## config.mk

```make
export PLATFORM = sky130hd
export DESIGN_NAME = calc_responder
export DESIGN_NICKNAME = d
export VERILOG_FILES = /design/src/rtl/calc_responder_pkg.sv /design/src/rtl/calc_alu.sv /design/src/rtl/calc_responder.sv
export SDC_FILE = /design/constraint.sdc
export NUM_CORES = 2
export LEC_CHECK = 0
export CORE_MARGIN = 2
export CORE_UTILIZATION = 60
export DETAILED_ROUTE_END_ITERATION = 12
export PLACE_DENSITY = 0.81
export SLEW_MARGIN = 40
export SYNTH_ARGS = -nofsm -noshare
export SYNTH_HDL_FRONTEND = slang
export SYNTH_SLANG_ARGS = --single-unit
```

## constraint.sdc

```tcl
create_clock -name clk -period 8.45 [get_ports clk]
set_input_delay 2.535 -clock clk [delete_from_list [all_inputs] [get_ports clk]]
set_output_delay 2.535 -clock clk [all_outputs]
set_load 0.005 [all_outputs]
```

## src/rtl/calc_responder_pkg.sv

```systemverilog
// Shared definitions for the calc_responder block: default sizes, command and
// response encodings, and the queued request record.
package calc_responder_pkg;

  localparam int DEF_NUM_PORTS = 4;
  localparam int DEF_QDEPTH    = 4;
  localparam int DATA_W        = 32;

  typedef enum logic [3:0] {
    CMD_NOP = 4'd0,
    CMD_ADD = 4'd1,
    CMD_SUB = 4'd2,
    CMD_SHL = 4'd5,
    CMD_SHR = 4'd6
  } cmd_e;

  typedef enum logic [1:0] {
    RESP_NONE = 2'd0,
    RESP_OK   = 2'd1,
    RESP_ERR  = 2'd2
  } resp_e;

  // cmd stays raw so invalid encodings travel through the queue untouched
  typedef struct packed {
    logic [3:0]        cmd;
    logic [DATA_W-1:0] d1;
    logic [DATA_W-1:0] d2;
    logic [1:0]        tag;
  } req_t;

endpackage

```

## src/rtl/calc_alu.sv

```systemverilog
// Shared combinational ALU: add/sub with range checking, logical shifts.
module calc_alu
  import calc_responder_pkg::*;
(
  input  logic [3:0]        cmd,
  input  logic [DATA_W-1:0] data1,
  input  logic [DATA_W-1:0] data2,
  output resp_e             resp,
  output logic [DATA_W-1:0] data
);

  logic [DATA_W:0] sum;

  always_comb begin
    sum  = {1'b0, data1} + {1'b0, data2};
    resp = RESP_ERR;
    data = '0;
    case (cmd)
      CMD_ADD: if (!sum[DATA_W]) begin
        resp = RESP_OK;
        data = sum[DATA_W-1:0];
      end
      CMD_SUB: if (data2 <= data1) begin
        resp = RESP_OK;
        data = data1 - data2;
      end
      CMD_SHL: begin
        resp = RESP_OK;
        data = data1 << data2[4:0];
      end
      CMD_SHR: begin
        resp = RESP_OK;
        data = data1 >> data2[4:0];
      end
      default: ;
    endcase
  end

endmodule

```

## src/rtl/calc_responder.sv

```systemverilog
// Multi-port two-cycle command capture, per-port request queues, round-robin
// arbitration onto one shared ALU, and a registered response stage.
module calc_responder
  import calc_responder_pkg::*;
#(
  parameter int NUM_PORTS = DEF_NUM_PORTS,
  parameter int QDEPTH    = DEF_QDEPTH
) (
  input  logic                               clk,
  input  logic                               reset,
  input  logic [NUM_PORTS-1:0][3:0]          in_cmd,
  input  logic [NUM_PORTS-1:0][DATA_W-1:0]   in_data,
  input  logic [NUM_PORTS-1:0][1:0]          in_tag,
  output logic [NUM_PORTS-1:0]               in_busy,
  output logic [NUM_PORTS-1:0][1:0]          out_resp,
  output logic [NUM_PORTS-1:0][DATA_W-1:0]   out_data,
  output logic [NUM_PORTS-1:0][1:0]          out_tag
);

  localparam int PW = (NUM_PORTS > 1) ? $clog2(NUM_PORTS) : 1;
  localparam int AW = (QDEPTH > 1) ? $clog2(QDEPTH) : 1;
  localparam int CW = $clog2(QDEPTH + 1);

  typedef enum logic {S_IDLE, S_OP2} cap_state_e;

  req_t [NUM_PORTS-1:0] head;
  logic [NUM_PORTS-1:0] empty;
  logic [NUM_PORTS-1:0] gnt_oh;
  logic                 gnt_vld;
  logic [PW-1:0]        gnt_idx;
  logic [PW-1:0]        ptr;
  resp_e                alu_resp;
  logic [DATA_W-1:0]    alu_data;

  for (genvar p = 0; p < NUM_PORTS; p++) begin : g_port
    cap_state_e        state;
    logic [3:0]        cap_cmd;
    logic [DATA_W-1:0] cap_d1;
    logic [1:0]        cap_tag;
    logic              drop;
    req_t              mem [QDEPTH];
    logic [AW-1:0]     wr_ptr, rd_ptr;
    logic [CW-1:0]     count;
    logic              full, push, pop;

    assign full       = (count == CW'(QDEPTH));
    assign pop        = gnt_oh[p];
    // operand 2 is pushed straight from the bus on the OP2 edge
    assign push       = (state == S_OP2) && !drop && (!full || pop);
    assign in_busy[p] = full;
    assign empty[p]   = (count == '0);
    assign head[p]    = mem[rd_ptr];

    always_ff @(posedge clk) begin
      if (reset) begin
        state   <= S_IDLE;
        cap_cmd <= '0;
        cap_d1  <= '0;
        cap_tag <= '0;
        drop    <= 1'b0;
      end else begin
        case (state)
          S_IDLE: if (in_cmd[p] != 4'd0) begin
            cap_cmd <= in_cmd[p];
            cap_d1  <= in_data[p];
            cap_tag <= in_tag[p];
            drop    <= full;
            state   <= S_OP2;
          end
          default: state <= S_IDLE;
        endcase
      end
    end

    always_ff @(posedge clk) begin
      if (reset) begin
        wr_ptr <= '0;
        rd_ptr <= '0;
        count  <= '0;
      end else begin
        if (push) begin
          mem[wr_ptr] <= '{cmd: cap_cmd, d1: cap_d1, d2: in_data[p], tag: cap_tag};
          wr_ptr      <= (int'(wr_ptr) == QDEPTH - 1) ? '0 : wr_ptr + 1'b1;
        end
        if (pop)
          rd_ptr <= (int'(rd_ptr) == QDEPTH - 1) ? '0 : rd_ptr + 1'b1;
        case ({push, pop})
          2'b10:   count <= count + 1'b1;
          2'b01:   count <= count - 1'b1;
          default: ;
        endcase
      end
    end
  end

  // Search starts at the pointer so the last-granted port goes to the back.
  always_comb begin
    gnt_vld = 1'b0;
    gnt_idx = '0;
    gnt_oh  = '0;
    for (int k = 0; k < NUM_PORTS; k++) begin
      int c;
      c = int'(ptr) + k;
      if (c >= NUM_PORTS) c = c - NUM_PORTS;
      if (!gnt_vld && !empty[c]) begin
        gnt_vld   = 1'b1;
        gnt_idx   = PW'(c);
        gnt_oh[c] = 1'b1;
      end
    end
  end

  calc_alu u_alu (
    .cmd   (head[gnt_idx].cmd),
    .data1 (head[gnt_idx].d1),
    .data2 (head[gnt_idx].d2),
    .resp  (alu_resp),
    .data  (alu_data)
  );

  always_ff @(posedge clk) begin
    if (reset) begin
      ptr      <= '0;
      out_resp <= '0;
      out_data <= '0;
      out_tag  <= '0;
    end else begin
      if (gnt_vld)
        ptr <= (int'(gnt_idx) == NUM_PORTS - 1) ? '0 : gnt_idx + 1'b1;
      for (int p = 0; p < NUM_PORTS; p++) begin
        out_resp[p] <= gnt_oh[p] ? alu_resp : RESP_NONE;
        out_data[p] <= gnt_oh[p] ? alu_data : '0;
        out_tag[p]  <= gnt_oh[p] ? head[gnt_idx].tag : 2'd0;
      end
    end
  end

endmodule

```

==> flow_metrics.tcl <==
set metrics [dict create \
    outcome "complete, no violations" \
    path_cells "inv_1 > ha_1 > nor2b_1 > o21ai_1 > a211oi_4 > buf_12 > mux2i_1 > mux2i_4 > ha_1 > nor2b_1 > o221ai_1 > a21o_1 > a211oi_1 > o21ba_2 > o2111a_1 > o2111ai_1 > a21oi_2 > buf_12 > nor4bb_1 > or4_1 > nor2b_1" \
    routedWlPerCell_um 32.94 \
    synth-seq-area-share 0.6443 \
    fp.dieW_um 327.6 \
    clock-sinks 1462 \
    place_hpwl_um 136700 \
    setup_tns_ns 0 \
    synthFlopType "edfxtp_1" \
    synth.mux.area_fraction 0.1621 \
    antenna_found_initial 15 \
    grt_overflow 0 \
    vias 41230 \
    holdPathStages 2 \
    synthDistinctLibCells 92 \
    cts_tree "built" \
    core_um2 103600 \
    worst-r2r-cell-count 21 \
    cts_hold_buffers 0 \
    synth_fa_ha_area_frac 0.02043 \
    boundaryPins 302 \
    rows 118 \
    post_cts_resized 0 \
    cp_slowest_stage_delay_ns 0.80 \
    firstDrtPassIters 6 \
    rsz0062_at_grt "no" \
    grt_pass1_vias 40500 \
    route.detailed.drc 0 \
    post_cts_buffers 0 \
    drv_slew 0 \
    gp_congestion 1.054 \
    drive_above_1_share 0.1666 \
    worstMarginPinSlew_ns 0.9107 \
    period_share 0.9634 \
    async_flop_share 0 \
    first_iter_violations 5751 \
    routed_via_density 6.717 \
    synth_compound_area_frac 0.06740 \
    clk_pin_slew_ns 0.06 \
    die_height_um 327.6 \
    post_synth.cell_area_avg_um2 14.62 \
    hp-class "flop to flop" \
    yosys.area.top_type_share 0.5354 \
    crit_required_ns 9.07 \
    area_growth_pct 15.45 \
    grt_first_pass_wirelength_um 288500 \
    hold_viol 0 \
    fin_nets 4883 \
    crit_slowest_cell "mux2i_1" \
    relSlewSlack 0.3755 \
    yosys_warnings 0 \
    critical_path_arrival_ns 8.76 \
    track_usage 0.3770 \
    grt_max_degree 76 \
    cts_made_buffers 142 \
    synthCells 4297 \
    setup_viol 0 \
    fin_crit_ns 8.141 \
    synth_edf_count 1120 \
    path_class "flop to flop" \
    cts-root-buf "clkbuf_16" \
    yosys.area_share.xor_xnor 0.004740 \
    synth_top_family_by_area "multiplexers" \
    endpoint_kind "flop" \
    fin_worst_skew_ns 0.03143 \
    synth_area_leaders "edfxtp_1 54%, dfxtp_1 11%, mux4_2 10%, mux2i_1 4.9%, nand2_1 3.0%" \
    portBuffers 301 \
    timing.fmax_mhz 122.8 \
    ys_seq_elements 1462 \
    wl_um 202200 \
    clock_latency_ns 0.80 \
    crit_fanout 49 \
    cts_max_level 4 \
    dieArea_um2 107300 \
    startpoint_type "flop" \
    yosys.area.top_type "edfxtp_1" \
    synthSimpleGateAreaFrac 0.07512 \
    cap_violations 0 \
    start_util 0.6061 \
    crit_top_cell "nor2b_1" \
    antenna_left 0 \
    clk_path_buf_depth 3 \
    syn_nets 4550 \
    synth.cell_area_um2 62820 \
]
[routing by layer]
metal / vias up / share of wire / global-route usage
met5: - / 0.00047 / 0
met4: 14 / 0.066 / 0.2125
met3: 502 / 0.10 / 0.07216
met2: 2934 / 0.47 / 0.5889
met1: 20740 / 0.36 / 0.5026
li1: 17040 / - / -
[stage by stage]
step	util	hold WS, ns	cells	area, um2	setup WS (ns)
finish	0.6998	0.4470	6138	72530	0.3090
detailed placement	0.6534	0.4429	5865	67720	0.6364
CTS	0.6995	0.4514	6128	72500	0.5073
floorplan	-	0.4312	4297	62820	1.077
global placement	0.6516	0.4372	5859	67530	0.6279
global route	0.6997	0.4886	6135	72520	0.09396
[cell usage after synthesis (10+ instances only)]
cell type / n
o311ai_0: 14
nand3_1: 36
or3_1: 11
nand2b_1: 18
o31ai_1: 24
dfxtp_1: 342
nor2b_1: 51
ha_1: 93
xnor2_1: 26
a32oi_1: 16
buf_2: 43
nor2_1: 253
nor3b_1: 12
inv_1: 110
buf_6: 16
o21ai_0: 49
a211oi_1: 19
nand2_1: 501
buf_1: 33
o21a_1: 10
a21o_1: 16
mux2i_2: 25
buf_4: 15
o22ai_1: 32
a22oi_1: 35
edfxtp_1: 1120
a211oi_2: 12
clkbuf_1: 136
mux2i_1: 309
nor3_1: 36
mux4_2: 289
o221ai_1: 10
or2_2: 17
a21oi_1: 306
o211ai_1: 14
and3_1: 11
and2_1: 47
o32ai_1: 12
[logic make-up (layout without fill, tap and decap cells)]
| logic type | after synthesis | after routing |
|---|---|---|
| flops | 1462 | 1462 |
| simple gates | 1048 | 1048 |
| compound gates | 657 | 657 |
| mux | 636 | 636 |
| buf+inv | 361 | 813 |
| fa+ha+maj | 99 | 99 |
| xor+xnor | 34 | 34 |
| other cells | 0 | 9 |
[placed cells by master (no fill, tap or decap), drive strengths merged, types with 24 or more instances in the layout]
master | netlist | final
xnor2 | 26 | 26
nand2 | 501 | 501
edfxtp | 1120 | 1120
clkinv | 1 | 52
nor3 | 45 | 45
nor2 | 254 | 254
a21oi | 306 | 306
clkbuf | 136 | 192
o22ai | 32 | 32
mux4 | 289 | 289
and2 | 47 | 47
a22oi | 35 | 35
nor2b | 51 | 51
buf | 110 | 134
o21ai | 58 | 58
mux2i | 342 | 342
dfxtp | 342 | 342
a211oi | 31 | 31
inv | 114 | 119
ha | 93 | 93
clkdlybuf4s50 | 0 | 300
nand3 | 36 | 36
o31ai | 24 | 24
[flip-flops by register name, summed over array words and instances (netlist names), 8 cells and up, named ones only]
| name | count |
|---|---|
| g_port.mem | 1120 |
| g_port.cap_d1 | 128 |
| out_data | 128 |
| g_port.cap_cmd | 16 |
| g_port.count | 12 |
| g_port.cap_tag | 8 |
| g_port.rd_ptr | 8 |
| g_port.wr_ptr | 8 |
| out_resp | 8 |
| out_tag | 8 |
[cell type report]
cell class                 instances  area (um2)
sequential                      1462       40510
tap                             1380        1727
timing repair buffer             435        4139
fill                            6503       31120
inverter                         115       439.2
clock inverter                    72       849.6
multi-input combinational       2474       20910
clock buffer                     191        3933
antenna                            9       22.52
[final timing paths]
path,start,endpoint,slack [ns]
max,ptr[0],out_data[105],0.31
min,g_port[0].drop,g_port[0].drop,0.45
max reg2reg,ptr[0],out_data[105],0.31
min reg2reg,g_port[0].drop,g_port[0].drop,0.45
[critical path: cells and delay by family, from the launching register on]
kind            cells  cell delay [ns]
flops               1             0.61
mux                 2             1.16
fa+ha+maj           2             1.04
simple gates        5             1.51
compound gates      9             2.64
buf+inv             3             0.89
Power is left out: the tool's default activity adds up to more than one toggle a clock period on the data nets, which glitch-free logic cannot reach.
